<file path="config.mk">
export PLATFORM = sky130hd
export DESIGN_NAME = multi_axis_bcd_sampler
export DESIGN_NICKNAME = d
export VERILOG_FILES = /design/src/rtl/multi_axis_bcd_sampler.sv
export SDC_FILE = /design/constraint.sdc
export NUM_CORES = 1
export LEC_CHECK = 0
export ABC_AREA = 1
export CAP_MARGIN = 20
export CORE_AREA = 2 2 199 201
export DETAILED_ROUTE_END_ITERATION = 8
export DIE_AREA = 0 0 201 203
export DONT_BUFFER_PORTS = 1
export GPL_TIMING_DRIVEN = 1
export PLACE_DENSITY = 0.46
export RECOVER_POWER = 50
export SYNTH_ARGS = -nofsm -noshare
export SYNTH_HDL_FRONTEND = slang
export SYNTH_SLANG_ARGS = --single-unit
</file>
<file path="constraint.sdc">
create_clock -name clk -period 10.6 [get_ports clk]
set_clock_uncertainty 0.15 [all_clocks]
set_input_delay 1.59 -clock clk [delete_from_list [all_inputs] [get_ports clk]]
set_output_delay 1.59 -clock clk [all_outputs]
set_load 0.01 [all_outputs]
</file>
<file path="src/rtl/multi_axis_bcd_sampler.sv">
// multi_axis_bcd_sampler
//
// Periodically captures CHANNELS signed samples (for example accelerometer
// X/Y/Z) in a single clock cycle. Each sample is then converted to
// sign + DIGITS-digit BCD with a sequential shift-add-3 (double-dabble)
// engine, one channel at a time. All channels are published together, so
// downstream display logic always sees one coherent frame.
//
// Ports
//   clk           system clock (single domain)
//   rst           synchronous, active-high reset
//   sample_in     CHANNELS*IN_W packed two's-complement samples; ch0 in LSBs
//   force_update  single-cycle request for an immediate conversion frame
//   bcd_out       CHANNELS*DIGITS*4 packed BCD; channel c, digit d at
//                 [(c*DIGITS+d)*4 +: 4]; d=0 is the units digit
//   sign_out      per channel: 1 = sample was negative
//   ovf_out       per channel: 1 = magnitude above 10^DIGITS-1, digits held at 9
//   busy          high while a frame is being converted
//   frame_valid   one-cycle pulse on the cycle the outputs update
//
// Build option
//   MULTI_AXIS_BCD_BLANK_EN  when defined, leading zeros are replaced by
//                            4'hF at commit. The units digit and saturated
//                            channels are never blanked. When undefined,
//                            leading zeros stay 4'h0 and no blanking logic
//                            exists.
//
// Frame timing: a trigger edge captures the snapshot. Then every channel
// takes 1 LOAD + IN_W SHIFT + 1 STORE cycles. frame_valid is therefore high
// CHANNELS*(IN_W+2) cycles after the trigger edge.

module multi_axis_bcd_sampler #(
  parameter int CHANNELS       = 3,
  parameter int IN_W           = 16,
  parameter int DIGITS         = 5,
  parameter int REFRESH_CYCLES = 50_000_000
) (
  input  logic                           clk,
  input  logic                           rst,
  input  logic [CHANNELS*IN_W-1:0]       sample_in,
  input  logic                           force_update,
  output logic [CHANNELS*DIGITS*4-1:0]   bcd_out,
  output logic [CHANNELS-1:0]            sign_out,
  output logic [CHANNELS-1:0]            ovf_out,
  output logic                           busy,
  output logic                           frame_valid
);

  localparam int BCD_W  = DIGITS * 4;
  localparam int WORK_W = BCD_W + IN_W;
  localparam int OUT_W  = CHANNELS * BCD_W;
  localparam int CH_W   = (CHANNELS > 1) ? $clog2(CHANNELS) : 1;
  localparam int BC_W   = $clog2(IN_W + 1);

  localparam logic [CH_W-1:0] CH_LAST = CH_W'(CHANNELS - 1);

  localparam logic [1:0] S_IDLE  = 2'd0;
  localparam logic [1:0] S_LOAD  = 2'd1;
  localparam logic [1:0] S_SHIFT = 2'd2;
  localparam logic [1:0] S_STORE = 2'd3;

  // Two's-complement absolute value as an unsigned IN_W-bit number. The most
  // negative input maps to +2^(IN_W-1), which still fits once read unsigned.
  function automatic logic [IN_W-1:0] abs_mag(input logic signed [IN_W-1:0] s);
    logic [IN_W-1:0] u;
    u = $unsigned(s);
    return s[IN_W-1] ? (~u + IN_W'(1)) : u;
  endfunction

  // One double-dabble iteration: add 3 to every BCD digit >= 5, then shift
  // the whole {bcd, magnitude} register left by one. The MSB of the result
  // is the bit that fell out of the top digit, which signals overflow.
  function automatic logic [WORK_W:0] dabble_step(input logic [WORK_W-1:0] r);
    logic [WORK_W-1:0] a;
    a = r;
    for (int d = 0; d < DIGITS; d++) begin
      if (a[IN_W + d*4 +: 4] >= 4'd5)
        a[IN_W + d*4 +: 4] = a[IN_W + d*4 +: 4] + 4'd3;
    end
    return {a, 1'b0};
  endfunction

  // Saturation: a channel that overflowed shows all nines.
  function automatic logic [BCD_W-1:0] saturate(input logic [BCD_W-1:0] b,
                                                input logic             ovf);
    return ovf ? {DIGITS{4'h9}} : b;
  endfunction

`ifdef MULTI_AXIS_BCD_BLANK_EN
  // Replaces zeros above the most significant nonzero digit with 4'hF. The
  // scan stops above the units digit, so a zero value still shows "0".
  function automatic logic [OUT_W-1:0] blank_leading(input logic [OUT_W-1:0]    b,
                                                     input logic [CHANNELS-1:0] ovf);
    logic [OUT_W-1:0] o;
    logic             lead;
    o = b;
    for (int c = 0; c < CHANNELS; c++) begin
      lead = !ovf[c];
      for (int d = DIGITS - 1; d >= 1; d--) begin
        if (b[(c*DIGITS + d)*4 +: 4] != 4'h0)
          lead = 1'b0;
        if (lead)
          o[(c*DIGITS + d)*4 +: 4] = 4'hF;
      end
    end
    return o;
  endfunction
`endif

  // Control state
  logic [1:0]        state;
  logic [CH_W-1:0]   ch;
  logic [BC_W-1:0]   bit_cnt;
  logic              pending;
  logic              tick;
  logic              trigger;

  // Datapath
  logic [CHANNELS*IN_W-1:0] snap_p0;
  logic signed [IN_W-1:0]   cur_p0;
  logic [WORK_W-1:0]        work_p1;
  logic                     sign_p1;
  logic                     ovf_p1;
  logic [WORK_W:0]          step_p1;
  logic [OUT_W-1:0]         stage_bcd_p2;
  logic [CHANNELS-1:0]      stage_sign_p2;
  logic [CHANNELS-1:0]      stage_ovf_p2;
  logic [OUT_W-1:0]         stage_bcd_nxt;
  logic [CHANNELS-1:0]      stage_sign_nxt;
  logic [CHANNELS-1:0]      stage_ovf_nxt;
  logic [OUT_W-1:0]         commit_bcd;

  // Free-running refresh counter. It runs whatever the FSM is doing; a tick
  // that arrives while a frame is busy is simply ignored.
  generate
    if (REFRESH_CYCLES > 0) begin : g_refresh
      localparam int CNT_W = (REFRESH_CYCLES > 1) ? $clog2(REFRESH_CYCLES) : 1;
      localparam logic [CNT_W-1:0] CNT_LAST = CNT_W'(REFRESH_CYCLES - 1);
      logic [CNT_W-1:0] refresh_cnt;

      always_ff @(posedge clk) begin
        if (rst)
          refresh_cnt <= '0;
        else if (refresh_cnt == CNT_LAST)
          refresh_cnt <= '0;
        else
          refresh_cnt <= refresh_cnt + CNT_W'(1);
      end

      assign tick = (refresh_cnt == CNT_LAST);
    end else begin : g_no_refresh
      assign tick = 1'b0;
    end
  endgenerate

  // ---- p0: trigger, snapshot and frame sequencing ----
  // A tick, a force request or a queued request can start a frame only in
  // IDLE. If several arrive together, they still start a single frame.
  assign trigger = (state == S_IDLE) && (tick || force_update || pending);
  assign cur_p0  = $signed(snap_p0[int'(ch)*IN_W +: IN_W]);

  always_ff @(posedge clk) begin
    if (rst) begin
      state       <= S_IDLE;
      ch          <= '0;
      bit_cnt     <= '0;
      pending     <= 1'b0;
      snap_p0     <= '0;
      busy        <= 1'b0;
      frame_valid <= 1'b0;
      bcd_out     <= '0;
      sign_out    <= '0;
      ovf_out     <= '0;
    end else begin
      frame_valid <= 1'b0;

      // A force request during a frame is remembered once. Any further
      // requests before IDLE fold into the same flag.
      if ((state != S_IDLE) && force_update)
        pending <= 1'b1;
      else if (trigger)
        pending <= 1'b0;

      case (state)
        S_IDLE: begin
          if (trigger) begin
            snap_p0 <= sample_in;
            busy    <= 1'b1;
            ch      <= '0;
            state   <= S_LOAD;
          end
        end
        S_LOAD: begin
          bit_cnt <= BC_W'(IN_W);
          state   <= S_SHIFT;
        end
        S_SHIFT: begin
          bit_cnt <= bit_cnt - BC_W'(1);
          if (bit_cnt == BC_W'(1))
            state <= S_STORE;
        end
        S_STORE: begin
          if (ch == CH_LAST) begin
            // Every channel switches on the same edge, so readers never
            // see a mix of old and new axes.
            bcd_out     <= commit_bcd;
            sign_out    <= stage_sign_nxt;
            ovf_out     <= stage_ovf_nxt;
            frame_valid <= 1'b1;
            busy        <= 1'b0;
            state       <= S_IDLE;
          end else begin
            ch    <= ch + CH_W'(1);
            state <= S_LOAD;
          end
        end
        default: state <= S_IDLE;
      endcase
    end
  end

  // ---- p1: per-channel double-dabble conversion ----
  assign step_p1 = dabble_step(work_p1);

  always_ff @(posedge clk) begin
    case (state)
      S_LOAD: begin
        sign_p1 <= cur_p0[IN_W-1];
        work_p1 <= {{BCD_W{1'b0}}, abs_mag(cur_p0)};
        ovf_p1  <= 1'b0;
      end
      S_SHIFT: begin
        work_p1 <= step_p1[WORK_W-1:0];
        if (step_p1[WORK_W])
          ovf_p1 <= 1'b1;
      end
      default: begin
        work_p1 <= work_p1;
      end
    endcase
  end

  // ---- p2: staging and commit ----
  // The next staging image has the current channel merged in. On the last
  // channel the outputs load this image directly, so no extra cycle is
  // needed between the final STORE and the commit.
  always_comb begin
    stage_bcd_nxt  = stage_bcd_p2;
    stage_sign_nxt = stage_sign_p2;
    stage_ovf_nxt  = stage_ovf_p2;
    stage_bcd_nxt[int'(ch)*BCD_W +: BCD_W] = saturate(work_p1[WORK_W-1 -: BCD_W], ovf_p1);
    stage_sign_nxt[ch] = sign_p1;
    stage_ovf_nxt[ch]  = ovf_p1;
  end

  always_ff @(posedge clk) begin
    if (state == S_STORE) begin
      stage_bcd_p2  <= stage_bcd_nxt;
      stage_sign_p2 <= stage_sign_nxt;
      stage_ovf_p2  <= stage_ovf_nxt;
    end
  end

`ifdef MULTI_AXIS_BCD_BLANK_EN
  assign commit_bcd = blank_leading(stage_bcd_nxt, stage_ovf_nxt);
`else
  assign commit_bcd = stage_bcd_nxt;
`endif

endmodule
</file>
After elaboration in Yosys (flattened, before gate mapping)

Cells that the tools add are included.

Add/subtract/negate cells: 10
Multipliers: 1
Magnitude comparators: 7
Equal/unequal tests: 11
Shift operators: 3
Mux-type cells: 29
Bitwise logic cells: 2
Reduce and logical (&&, ||, !) cells: 18

Operators with widths:

| operator                 | number |
|---|---|
| $pmux 36 s2              | 1 |
| $bwmux 60                | 1 |
| $shift 20x33->60 const A | 1 |
| $shiftx 20x33->60        | 1 |
| $shiftx 48x7->16         | 1 |
| $neg 7->33               | 1 |
| $add 26x1->26 const B    | 1 |
| $eq 26x26->1 const B     | 1 |
| $add 4x2->4 const B      | 5 |
| $ge 4x3->1 const B       | 5 |
| $mux 20                  | 1 |
| $mux 4                   | 5 |
| $add 16x1->16 const B    | 1 |
| $mux 16                  | 1 |
| $not 16->16              | 1 |
| $ne 2x2->1 const B       | 5 |
| $pmux 5 s2               | 1 |
| $mux 1                   | 8 |
| $mux 2                   | 4 |
| $pmux 2 s4               | 1 |
| $reduce_and 2->1         | 4 |
| $reduce_bool 2->1        | 4 |
| $bwmux 3                 | 2 |
| $eq 2x2->1 const B       | 3 |
| 16 further kinds         | 22 |

Flip-flop bits (word level): 256
Bits of input ports: 51
Logic and storage cells: 98

Logic depth before layout (Yosys ltp)

Gate-level depths: netlist (run 1).

Depth after elaboration: 6
Depth in mapped cells: 18
Gate-level depth less buffers: 14

Worst setup path before layout (run 1)

OpenSTA, ideal clock, no wires.

Path type: register to register
From: register state[0]
To: register bcd_out[16]
Library setup time: 0.060 ns
Arrival time: 3.395 ns
Slack: 6.995 ns
Stages on the path, launching flop included: 7
Buffers on the path: 1
Path through: dfxtp_1 > ha_1 > nand2_1 > nor2_1 > clkbuf_1 > nand2_1 > nand2_1

Word-level cells in the longest chain between the ends: 2

RTL lines:

| item                              | line | RTL |
|---|---|---|
| start, declared                   | 111  | `logic [1:0] state;` |
| start signal, assigned            | 164  | `state <= S_IDLE;` |
| start signal, assigned            | 190  | `state <= S_LOAD;` |
| start signal, assigned            | 195  | `state <= S_SHIFT;` |
| $eq 2x2->1                        | 184  | `case (state)` |
| $reduce_and 2->1 (no source line) | --   |  |
| end signal, assigned              | 206  | `bcd_out <= commit_bcd;` |
| end, declared                     | 42   | `output logic [CHANNELS*DIGITS*4-1:0] bcd_out,` |

No other way between the ends.
A chain may end at the register's enable or synchronous reset.

Worst setup path in the final report (run 1)

From: register state[0]
To: register bcd_out[28]

Same word-level chain as after synthesis.

==> results of run 1 <==
worst register-to-register path, cell delays in order, from the launching register on:
cell and delay, ps:
dfxtp_1 430, ha_1 180, clkbuf_1 2810, nand2_1 1030, inv_2 520, buf_4 620, o211ai_1 290, nand2_1 100
inv_1 40
layer usage:
layer  part of all wire  wire length (um)
met4              0.030              1160
met1               0.45             17400
met2               0.49             18900
met5                  0                 0
met3              0.034              1320
path summary, 6_finish.rpt:
| kind | endpoint | cells past startpoint |
|---|---|---|
| setup / recovery | bcd_out[28] | 8 |
| hold / removal | g_refresh.refresh_cnt[0] | 1 |
| setup reg to reg | bcd_out[28] | 8 |
| hold reg to reg | g_refresh.refresh_cnt[0] | 1 |
sequential cells by signal (all words and copies together) (netlist names):
register               cells
ch                         2
stage_bcd_p2              60
work_p1                   36
stage_ovf_p2               2
frame_valid                1
pending                    1
ovf_p1                     1
ovf_out                    3
busy                       1
bcd_out                   60
sign_p1                    1
snap_p0                   48
bit_cnt                    5
g_refresh.refresh_cnt     26
state                      2
sign_out                   3
stage_sign_p2              2
report_power, final:
part           internal (uW)  switching (uW)
clock                    630             416
combinational            650            1660
sequential              1360             122
total                   2640            2190
final cells by class:
class	count	area, um2	share of cell area
Tap cell	518	648	0.0453
Timing Repair Buffer	14	90.1	0.00630
Multi-Input combinational cell	1253	5780	0.404
Clock inverter	4	27.5	0.00193
Clock buffer	53	991	0.0693
Sequential cell	254	6110	0.427
Antenna cell	2	5.00	0.000350
Inverter	172	647	0.0452
cells by family (layout without fill, tap and decap cells):
logic type	after synthesis	count (layout)	synth area share
AOI/OAI and AO/OA	280	280	0.117
xor gates and xnor gates	13	13	0.00877
DFF	254	254	0.470
and+or+nand+nor	937	937	0.299
adders and majority gates	23	23	0.0222
buffers and inverters	261	243	0.0831
other	0	2	0
placed cells by master (no fill, tap or decap), drive strengths merged, types with 3 or more instances in the layout:
master,synthesis,layout
nand3,133,133
clkinv,1,3
or2,19,19
a31oi,10,10
o21ai,181,181
clkbuf,51,57
nand4,11,11
nor4,4,4
a22o,3,3
o21a,3,3
buf,38,10
nand3b,3,3
nor3b,3,3
ha,23,23
o211ai,16,16
nand2,443,443
and2,3,3
a21oi,55,55
and3,3,3
dfxtp,152,152
xor2,8,8
edfxtp,102,102
nor2,293,293
a22oi,7,7
inv,171,171
nor3,22,22
xnor2,5,5
per-stage QoR:
stage                     hold slack (ps)  power (uW)  utilization  instance area [um2]
after floorplan                       267        3180            -                13000
after global routing                  331        5250        0.372                14300
after CTS                             304        4900        0.373                14300
final                                 303        4830        0.372                14300
after global placement                285        3820        0.346                13300
after detailed placement              295        3830        0.346                13300
==> metrics.md, run 1 <==
| Metric | Value |
|---|---|
| Mapped Avg Cell Area | `7.35 um2` |
| CTS sink cnt | `254` |
| Filler cells | `4,163` |
| Worst slew pin tran | `4110 ps` |
| All-Layer GR Usage | `0.188` |
| Largest delay share family, worst path | `buffers and inverters` |
| Total core area | `just under 40,000 um2` |
| Post-CTS Hold Buffers | `0` |
| Crit path from | `state[0]` |
| Worst setup SP type | `flip-flop` |
| Met2 Usage GRT | `0.329` |
| Met1 usage | `0.237` |
| CTS clock-pin slew for the worst setup and hold paths | `60 ps` |
| Routing usage on met3 | `0.0263` |
| Antenna-violating nets left | `0` |
| Initial antenna violation count | `2` |
| Vias after detailed routing | `between 10,000 and 15,000` |
| Synth area leaders | `edfxtp_1 24%, dfxtp_1 23%, nand2_1 13%` |
| Hold path start | `g_refresh.refresh_cnt[0]` |
| Port Buf Inserts | `0` |
| Area delta synth->final | `10.1%` |
| DR pass1 iterations | `5` |
| Root Buffer | `clkbuf_16` |
| Average wire per standard cell | `17.1 um` |
| Chip width | `201 um` |
| Gr busiest metal | `met2` |
| Synth unique cells | `45` |
| CTS tree | `done` |
| Initial Utilization | `0.338` |
| Leak | `~0.0061 uW` |
| Min Tclk post-route | `6260 ps` |
| Leading area contributor after synthesis | `edfxtp_1` |
| Worst-path cell chain | `ha_1, clkbuf_1, nand2_1, inv_2, buf_4, o211ai_1, nand2_1, inv_1` |
| Min-Delay Path Class | `flip-flop to flip-flop` |
| CP Capture Type | `flip-flop` |
| RSZ-0062 raised after global routing | `false` |
| Final number of hold-violating endpoints | `0` |
| Vias per std cell | `4.87` |
| Gr ovfl total | `0` |
| Most numerous cell in the Yosys netlist | `nand2_1` |
| Die area | `slightly above 40,000 um2` |
| Synth Instances | `1,768` |
| Synth top cells by count | `440 x nand2_1, 289 x nor2_1, 163 x inv_1, 152 x dfxtp_1, 139 x o21ai_0` |
| Worst path max stage delay | `2810 ps` |
| Remaining DRCs | `0` |
| Max-slew violations | `226` |
| # Post-CTS Setup Buffers | `0` |
| Slew headroom | `-1.74` |
| Crit share post-route | `0.590` |
| Vias in the first global route | `10,446` |
| Routed wire length | `38.8 mm` |
| Initial drt markers | `637` |
| Share of cells above drive strength 1 | `0.0531` |
| # rows | `72` |
| Max Cap Viol | `4` |
| # resized after CTS | `0` |
| Clk Latency, worst-skew pair | `about 560 ps` |
| CTS H-Tree Depth | `1` |
| Share of Yosys cell area claimed by the top area cell type | `0.236` |
| Setup violations, final | `0` |
| Crit Path Category | `flip-flop to flip-flop` |
| Critical path buffers and inverters | `4` |
| Status | `finished, violations left` |
| Cell Area, Synth | `between 10,000 and 15,000 um2` |
| Peak VDD IR | `0.000200 V` |
| CP dominant cell by count | `nand2_1` |
| I/O Pins | `approximately 120` |
| Crit path required time | `10,910 ps` |
| PwrDens | `roughly 340 nW/um2` |
| Slowest stage cell on the critical path | `clkbuf_1` |
| Pre-CTS WS | `between 6000 and 7000 ps` |
| Post-synth EDFFs | `102` |
| Primary FF master, synth | `dfxtp_1` |
| Nets | `~1,800` |
| Final setup margin | `4340 ps` |
| Setup total negative slack | `0 ps` |
| CTS buffer count | `31` |
| Critical Path AT | `6570 ps` |
| Syn_nets | `1,842` |
| First-pass GRT wire length | `60.9 mm` |
| Reg2Reg Setup Slack | `4340 ps` |
| Asr flop ratio synth | `0` |
| Gpl congestion | `~0.9` |
| Clk buf depth | `3` |
| #FFs+latches synth | `254` |
| Largest net degree at the start of global routing | `74` |
| Post-synthesis sequential area ratio | `0.470` |
| Failing checks | `capacitance limit, slew limit` |
| Worst reg2reg path startpoint | `state[0]` |
| Detailed Place HPWL | `around 27 mm` |
| Dpl cells | `2,211` |
| Synth warnings | `0` |
| Post-Layout Cell Count | `2,270` |
| Worst Path Max Fanout | `69` |
| Die H | `203 um` |
| Max Clk Rate | `160 MHz` |
(Power assumes the default switching activity.)
==> run 2, diff against run 1 <==
PLACE_DENSITY = 0.48   (was 0.46)
clock period = 5.1 ns   (was 10.6 ns; I/O delays follow)
==> run 2 against run 1 <==
  * The flow still finishes with violations (capacitance limit, slew limit)
  * Via count hardly changed
  * Utilization is 0.065 points lower
  * Die area stayed put
  * Global-route usage is 0.73 points lower
  * Non-clock buffer count is 5 higher
  * Wire length is 3.8% lower
  * Count of clock-buffer cells in the layout is 4 lower
  * Sequential share of layout area is 0.075 points higher
  * Critical path depth is 3 higher
  * Highest routed layer is now met5
==> metrics.md, run 2 (synthesis gave the netlist of run 1 again) <==
| Metric | Value |
|---|---|
| Failing checks | `capacitance limit, slew limit (unchanged)` |
| Int Pwr | `5400 uW (was 2640 uW)` |
| Logic pwr share | `0.478 (was 0.477)` |
| Initial antenna violation count | `1 (was 2)` |
| Commonest non-fill, non-tap cell in the layout | `nand2_1 (unchanged)` |
| First-pass GRT wire length | `59.0 mm (was 60.9 mm)` |
| Peak VDD IR | `0.000318 V (was 0.000200 V)` |
| Max Cap Viol | `2 (was 4)` |
| Status | `finished, violations left (unchanged)` |
| Setup total negative slack | `0 ps (unchanged)` |
| CTS tree | `done (unchanged)` |
| DR pass1 iterations | `5 (unchanged)` |
| CTS sink cnt | `254 (unchanged)` |
| Total core area | `38,500 um2 (unchanged)` |
| Gr ovfl total | `0 (unchanged)` |
| Max Clk Rate | `249 MHz (was 160 MHz)` |
| Die H | `203 um (unchanged)` |
| Share of cells above drive strength 1 | `0.0536 (was 0.0531)` |
| Max-slew violations | `113 (was 226)` |
| Crit Path Category | `flip-flop to flip-flop (unchanged)` |
| Vias per std cell | `4.86 (was 4.87)` |
| Crit share post-route | `0.787 (was 0.590)` |
| I/O Pins | `119 (unchanged)` |
| Gpl congestion | `0.861 (was 0.903)` |
| Min Tclk post-route | `4010 ps (was 6260 ps)` |
| Nets | `1,804 (was 1,800)` |
| Port Buf Inserts | `0 (unchanged)` |
| Sw Share | `0.453 (was 0.454)` |
| Antenna-violating nets left | `0 (unchanged)` |
| Worst Path Max Fanout | `23 (was 69)` |
| # resized after CTS | `0 (unchanged)` |
| Reg2Reg Setup Slack | `1090 ps (was 4340 ps)` |
| Hold path start | `rst (was g_refresh.refresh_cnt[0])` |
| Final setup margin | `1090 ps (was 4340 ps)` |
| Remaining DRCs | `0 (unchanged)` |
| Post-CTS Hold Buffers | `0 (unchanged)` |
| Crit path required time | `5460 ps (was 10,910 ps)` |
| # Post-CTS Setup Buffers | `0 (unchanged)` |
| Routed wire length | `37.3 mm (was 38.8 mm)` |
| Clk buf depth | `3 (unchanged)` |
| CTS clock-pin slew for the worst setup and hold paths | `60 ps (about the same)` |
| PwrDens | `692 nW/um2 (was 338 nW/um2)` |
| Sequential power share | `0.311 (was 0.306)` |
| Post-placement cell area | `13,300 um2 (about the same)` |
| Sw Pwr | `4480 uW (was 2190 uW)` |
| Pre-CTS WS | `1700 ps (was 6460 ps)` |
| CTS buffer count | `30 (was 31)` |
| Worst-path cell chain | `inv_1, ha_1, clkbuf_1, inv_1, nor2_1, nand2_1, inv_1, a31oi_1, a21oi_1, nand2_1, nand2_1 (was ha_1, clkbuf_1, nand2_1, inv_2, buf_4, o211ai_1, nand2_1, inv_1)` |
| Leak | `0.00613 uW (about the same)` |
| All-Layer GR Usage | `0.180 (was 0.188)` |
| Worst path max stage delay | `680 ps (was 2810 ps)` |
| Vias in the first global route | `10,512 (was 10,446)` |
| Regs by FF count | `bcd_out (60), stage_bcd_p2 (60), snap_p0 (48) (unchanged)` |
| CTS H-Tree Depth | `1 (unchanged)` |
| Initial drt markers | `695 (was 637)` |
| Worst reg2reg path startpoint | `ch[1] (was state[0])` |
| Clk Latency, worst-skew pair | `570 ps (was 560 ps)` |
| Average wire per standard cell | `16.4 um (was 17.1 um)` |
| Initial Utilization | `0.338 (unchanged)` |
| Worst setup SP type | `flip-flop (unchanged)` |
| Final number of hold-violating endpoints | `0 (unchanged)` |
| Root Buffer | `clkbuf_16 (unchanged)` |
| Setup violations, final | `0 (unchanged)` |
| Largest net degree at the start of global routing | `74 (unchanged)` |
| RSZ-0062 raised after global routing | `false (unchanged)` |
| Min-Delay Path Class | `input pin to flip-flop (was flip-flop to flip-flop)` |
| Critical Path AT | `4380 ps (was 6570 ps)` |
| # rows | `72 (unchanged)` |
| Worst slew pin tran | `2330 ps (was 4110 ps)` |
| Commonest cells after routing, fill and taps aside | `440 x nand2_1, 289 x nor2_1, 164 x inv_1 (was 440 x nand2_1, 290 x nor2_1, 164 x inv_1)` |
| Detailed Place HPWL | `26.2 mm (was 27.3 mm)` |
| Area delta synth->final | `9.89% (was 10.1%)` |
| CP Capture Type | `flip-flop (unchanged)` |
| Crit path from | `ch[1] (was state[0])` |
| # diodes | `0 (was 2)` |
| Power Total | `9880 uW (was 4830 uW)` |
| Slew headroom | `-0.556 (was -1.74)` |
| Worst hold slack | `115 ps (was 303 ps)` |
| Clock power frac | `0.211 (was 0.217)` |
| Vias after detailed routing | `11,047 (was 11,057)` |
| Die area | `40,800 um2 (unchanged)` |
| Design Area, Final | `14,300 um2 (about the same)` |
| Chip width | `201 um (unchanged)` |
| Slowest stage cell on the critical path | `inv_1 (was clkbuf_1)` |
## run 2: changes by cell type in the layout (fill, tap and decap cells not counted), moves of 3 or more
| cell | change |
|---|---|
| clkbuf_8 | -5 |
| clkinv_1 | +3 |
| o21ai_1 | +3 |
| o21ai_0 | -4 |
| buf_4 | +5 |
## run 2: power groups by stage
stage	combinational [uW]	clock, uW	sequential [uW]
global route	5360	2220	3130
floorplan	3600	0	3010
global placement	4750	0	3090
finish	4720	2090	3070
detailed placement	4760	0	3100
CTS	4770	2150	3060
## run 2: worst max-delay path, delay by kind of cell, from the launching register on
kind,cells,cell delay [ps]
adders and majority gates,1,250
buffers and inverters,4,2090
and+or+nand+nor,4,620
DFF,1,310
AOI/OAI and AO/OA,2,510
## run 2: layer usage
metal | track usage | vias to the layer above | routed length, um | part of all wire
met3 | 0.0279 | 61 | 1550 | 0.042
met4 | 0.0513 | 2 | 1020 | 0.027
met5 | 0 | - | 12 | 0.00032
li1 | - | 5675 | - | -
met2 | 0.311 | 209 | 17800 | 0.48
met1 | 0.234 | 5100 | 16900 | 0.45
## run 2: area by class of cell
type                       instances  area [um2]
inverter                         172         648
fill                            4195       24200
sequential                       254        6110
clock inverter                     7        61.3
multi-input combinational       1253        5800
tap                              518         648
timing repair buffer              19         129
clock buffer                      49         883
## run 2: path summary, 6_finish.rpt
check,to,cells after the start
min,state[1],1
max,bcd_out[7],11
min reg2reg,g_refresh.refresh_cnt[0],1
max reg2reg,bcd_out[7],11
## run 2: through the flow
| stage | instances | utilization |
|---|---|---|
| floorplan | 1768 | - |
| global placement | 2216 | 0.347 |
| detailed placement | 2216 | 0.347 |
| CTS | 2272 | 0.372 |
| global route | 2272 | 0.371 |
| finish | 2272 | 0.371 |
